`src/rtl/serial_alu_pkg.sv`:
```
// Shared types and constants for the bit-serial add/subtract unit.
package serial_alu_pkg;

  typedef enum logic [1:0] {
    IDLE = 2'd0,
    RUN  = 2'd1,
    DONE = 2'd2
  } state_t;

  localparam int DEFAULT_WIDTH = 32;

  localparam logic OP_ADD = 1'b0;
  localparam logic OP_SUB = 1'b1;

endpackage

```
`src/rtl/fa_bit.sv`:
```
// Single-bit full adder cell shared by every bit position of the serial datapath.
module fa_bit (
  input  logic inA,
  input  logic inB,
  input  logic cin,
  output logic y,
  output logic cout
);

  assign y    = inA ^ inB ^ cin;
  assign cout = (inA & inB) | (inA & cin) | (inB & cin);

endmodule

```
`src/rtl/serial_addsub.sv`:
```
// Bit-serial add/subtract: walks both operands LSB-first through one full-adder
// cell and reports result, carry, signed overflow and zero once all bits are done.
module serial_addsub
  import serial_alu_pkg::*;
#(
  parameter int WIDTH = DEFAULT_WIDTH
) (
  input  logic             clk,
  input  logic             rst,
  input  logic             start,
  input  logic             sub,
  input  logic [WIDTH-1:0] a,
  input  logic [WIDTH-1:0] b,
  output logic             busy,
  output logic             done,
  output logic [WIDTH-1:0] result,
  output logic             carry_out,
  output logic             overflow,
  output logic             zero
);

  localparam int CW = (WIDTH > 1) ? $clog2(WIDTH) : 1;
  localparam logic [CW-1:0] LAST_BIT = CW'(WIDTH - 1);

  state_t           r_state;
  logic [WIDTH-1:0] r_aSh;
  logic [WIDTH-1:0] r_bSh;
  logic [WIDTH-2:0] r_acc;
  logic             r_carry;
  logic [CW-1:0]    r_count;

  logic             w_sum;
  logic             w_carryNext;
  logic [WIDTH-1:0] w_resultNext;
  logic             w_cMsbIn;

  fa_bit u_fa (
    .inA  (r_aSh[0]),
    .inB  (r_bSh[0]),
    .cin  (r_carry),
    .y    (w_sum),
    .cout (w_carryNext)
  );

  // The new sum bit enters at the MSB; on the last bit this is the full result.
  assign w_resultNext = {w_sum, r_acc};
  assign w_cMsbIn     = r_carry;

  always_ff @(posedge clk) begin
    if (rst) begin
      r_state   <= IDLE;
      r_aSh     <= '0;
      r_bSh     <= '0;
      r_acc     <= '0;
      r_carry   <= 1'b0;
      r_count   <= '0;
      busy      <= 1'b0;
      done      <= 1'b0;
      result    <= '0;
      carry_out <= 1'b0;
      overflow  <= 1'b0;
      zero      <= 1'b0;
    end else begin
      done <= 1'b0;
      case (r_state)
        IDLE, DONE: begin
          if (start) begin
            // Subtraction is a + ~b + 1, with the +1 entering as the initial carry.
            r_aSh   <= a;
            r_bSh   <= (sub == OP_SUB) ? ~b : b;
            r_carry <= sub;
            r_count <= '0;
            r_acc   <= '0;
            r_state <= RUN;
            busy    <= 1'b1;
          end else begin
            r_state <= IDLE;
            busy    <= 1'b0;
          end
        end
        RUN: begin
          r_carry <= w_carryNext;
          r_aSh   <= r_aSh >> 1;
          r_bSh   <= r_bSh >> 1;
          r_acc   <= w_resultNext[WIDTH-1:1];
          r_count <= r_count + 1'b1;
          if (r_count == LAST_BIT) begin
            // Signed overflow: carry into the MSB differs from carry out of it.
            r_state   <= DONE;
            busy      <= 1'b0;
            done      <= 1'b1;
            result    <= w_resultNext;
            carry_out <= w_carryNext;
            overflow  <= w_cMsbIn ^ w_carryNext;
            zero      <= (w_resultNext == '0);
          end
        end
        default: begin
          r_state <= IDLE;
          busy    <= 1'b0;
        end
      endcase
    end
  end

endmodule
```
`config.mk`:
```
export PLATFORM = sky130hd
export DESIGN_NAME = serial_addsub
export DESIGN_NICKNAME = d
export VERILOG_FILES = /design/src/rtl/serial_alu_pkg.sv /design/src/rtl/fa_bit.sv /design/src/rtl/serial_addsub.sv
export SDC_FILE = /design/constraint.sdc
export NUM_CORES = 1
export LEC_CHECK = 0
export CAP_MARGIN = 20
export CORE_MARGIN = 10
export CORE_UTILIZATION = 52
export CTS_CLUSTER_DIAMETER = 30
export DETAILED_ROUTE_END_ITERATION = 8
export GPL_ROUTABILITY_DRIVEN = 1
export PLACE_DENSITY = 0.8
export SYNTH_ARGS = -nofsm -noshare
export SYNTH_HDL_FRONTEND = slang
export SYNTH_SLANG_ARGS = --single-unit
```
`constraint.sdc`:
```
create_clock -name clk -period 2.2 [get_ports clk]
set_clock_uncertainty 0.1 [all_clocks]
set_input_delay 0.44 -clock clk [delete_from_list [all_inputs] [get_ports clk]]
set_output_delay 0.44 -clock clk [all_outputs]
set_load 0.02 [all_outputs]
```
==> flow_metrics.env <==
export IMPL_synthToLayoutAreaGrowth_pct=31.1
export IMPL_crit_type="flip-flop to output port"
export IMPL_drcViolationCount=0
export IMPL_grt_overflow=0
export IMPL_relSlewSlack=0.404
export IMPL_track_usage=0.173
export IMPL_yosysTopAreaCell="dfxtp_1"
export IMPL_h_tree_depth=4
export IMPL_critical_path_max_fanout=2
export IMPL_cp_slowest_cell="clkdlybuf4s50_1"
export IMPL_fin_tns_setup_ns=0
export IMPL_vdd_drop_max_mv=0.570
export IMPL_min_path_type="primary input to flip-flop"
export IMPL_ys_seq_elements=140
export IMPL_syn_area_um2=5500
export IMPL_crit_family="buffers and inverters"
export IMPL_critPathBufInv=1
export IMPL_crit_start="overflow"
export IMPL_fin_crit_sh=0.929
export IMPL_synth_distinct_cells=28
export IMPL_firstDrtPassIters=5
export IMPL_ctsResizeCount=0
export IMPL_crit_chain="clkdlybuf4s50_1"
export IMPL_ios=105
export IMPL_antenna_found_initial=0
export IMPL_synthTopCellsByArea="dfxtp_1 51%, nand2_1 13%, a21oi_1 12%"
export IMPL_worstMarginPinSlew_ns=0.894
export IMPL_yosys_area_top_type_share=0.510
export IMPL_reg2reg_from="r_carry"
export IMPL_post_route_util=0.698
export IMPL_hold_violations=0
export IMPL_dieArea_um2=15100
export IMPL_status="completed"
export IMPL_diodes=0
export IMPL_ys_seq_area_frac=0.510
export IMPL_grt_max_degree=69
export IMPL_cts_hold_buf=0
export IMPL_drv_slew=0
export IMPL_first_global_vias=4744
export IMPL_mostFrequentLayoutCells="193 x nand2_1, 140 x dfxtp_1, 130 x a21oi_1, 102 x clkdlybuf4s50_1, 67 x a22oi_1"
export IMPL_route_detailed_wl_per_inst_um=14.8
export IMPL_min_from="rst"
export IMPL_layout_commonest_cell="nand2_1"
export IMPL_clock_sinks=140
export IMPL_rsz0062_at_grt="no"
export IMPL_clock_latency_ns=0.52
export IMPL_portBuffers=104
export IMPL_end_kind="output port"
export IMPL_fin_cells=888
export IMPL_coreArea_um2=10300
export IMPL_cp_required_ns=1.66
export IMPL_cellPowerDensity_nw_per_um2=844
export IMPL_cts_setup_buffers=0
export IMPL_dp_cells=856
export IMPL_die_w_um=123
export IMPL_drive_gt1_frac=0.0678
export IMPL_syn_nets=730
export IMPL_num_vias=4793
export IMPL_synth_cells=659
export IMPL_min_period_ns=2.04
export IMPL_place_area_um2=6620
export IMPL_gp_congestion=0.754
export IMPL_clockBufferDepth=2
export IMPL_grt_pass1_wl_um=21700
export IMPL_max_freq_mhz=489
export IMPL_num_rows=37
export IMPL_drtIter0Drc=364
export IMPL_setup_viol=0
export IMPL_clk_pin_slew_ns=0.06
export IMPL_clock_root_buffer="clkbuf_8"
export IMPL_fin_area_um2=7210
export IMPL_finalWirelength_um=13100
export IMPL_cap_violations=0
export IMPL_nNetsFinal=810
export IMPL_start_util=0.532
export IMPL_via_per_inst=5.40
export IMPL_chipHeight_um=123
export IMPL_worst_ep_arrival_time_ns=1.50
export IMPL_cp_start_kind="flip-flop"
export IMPL_cts_buffers_inserted=17
export IMPL_ant_nets=0
export IMPL_hpwl_um=8890
export IMPL_p_leak_uw=0.00253
export IMPL_ys_warnings_count=0
export IMPL_critical_path_max_stage_delay_ns=0.62
export IMPL_cts_tree="built"
export IMPL_avgSynthCellArea_um2=8.34
sequential cells by signal (all words and copies together), names as in the netlist:
signal,count
overflow,1
r_acc,31
r_count,5
r_state,2
carry_out,1
busy,1
r_bSh,32
r_carry,1
result,32
r_aSh,32
zero,1
done,1
cells by family (layout without fill, tap and decap cells):
family / Yosys count / count (layout) / synth area share
AOI/OAI and AO/OA: 201 / 201 / 0.214
xor gates and xnor gates: 33 / 33 / 0.0526
adders and majority gates: 3 / 3 / 0.00820
buffers and inverters: 55 / 148 / 0.0460
DFF: 140 / 140 / 0.510
muxes: 1 / 1 / 0.00205
and+or+nand+nor: 226 / 226 / 0.167
synthesized netlist by cell type:
| cell type | count |
|---|---|
| nand2_1 | 193 |
| nand2_4 | 1 |
| nand3b_1 | 1 |
| dfxtp_1 | 140 |
| buf_6 | 1 |
| xor2_1 | 32 |
| xnor2_1 | 1 |
| o21a_1 | 1 |
| nor2_4 | 1 |
| a21oi_1 | 130 |
| nor2b_1 | 2 |
| nand2b_1 | 2 |
| or3_1 | 1 |
| clkbuf_1 | 21 |
| buf_1 | 2 |
| nor2_1 | 11 |
| and2b_1 | 1 |
| a211oi_1 | 1 |
| and2_1 | 1 |
| mux2_2 | 1 |
| ha_1 | 2 |
| nand4_1 | 3 |
| nor4_1 | 8 |
| buf_2 | 31 |
| and3_1 | 1 |
| fa_1 | 1 |
| a22oi_1 | 67 |
| o21ai_0 | 2 |
metrics by stage:
| stage | power, uW | hold WS [ns] | worst slack, ns |
|---|---|---|---|
| 6_report | 6080 | 0.101 | 0.157 |
| 5_1_grt | 6300 | 0.0980 | 0.0351 |
| 3_3_place_gp | 3300 | 0.342 | 0.332 |
| 2_1_floorplan | 3090 | 0.336 | 0.427 |
| 4_1_cts | 6110 | 0.107 | 0.149 |
| 3_5_place_dp | 3330 | 0.346 | 0.269 |
layer usage:
layer	GRT usage	vias up	share of wire	wire length, um
li1	-	2411	-	-
met1	0.201	2249	0.42	5540
met2	0.299	122	0.51	6670
met3	0.0592	11	0.062	815
met4	0.0457	0	0.0074	97
met5	0	-	0	0
final timing paths:
kind | slack [ns] | end | cells past startpoint
max reg2reg | 0.20 | zero | 5
min reg2reg | 0.35 | result[21] | 2
min | 0.10 | done | 2
max | 0.16 | overflow | 1
layout make-up:
class,instances,area (um^2)
well taps,136,170
repair buffers,116,1200
fillers,815,3120
flip-flops and latches,140,2800
clock buffers,17,414
multi-input cells,464,2450
clock inverters,15,170
where the power goes:
group	total [uW]	internal, uW	switching [uW]	leakage [uW]
Combinational	584	271	313	0.00110
Sequential	2690	2630	55.1	0.00114
Clock	2810	1650	1160	0.000289
Total	6080	4560	1520	0.00253
Note: power is estimated with default switching activity, not from simulation.
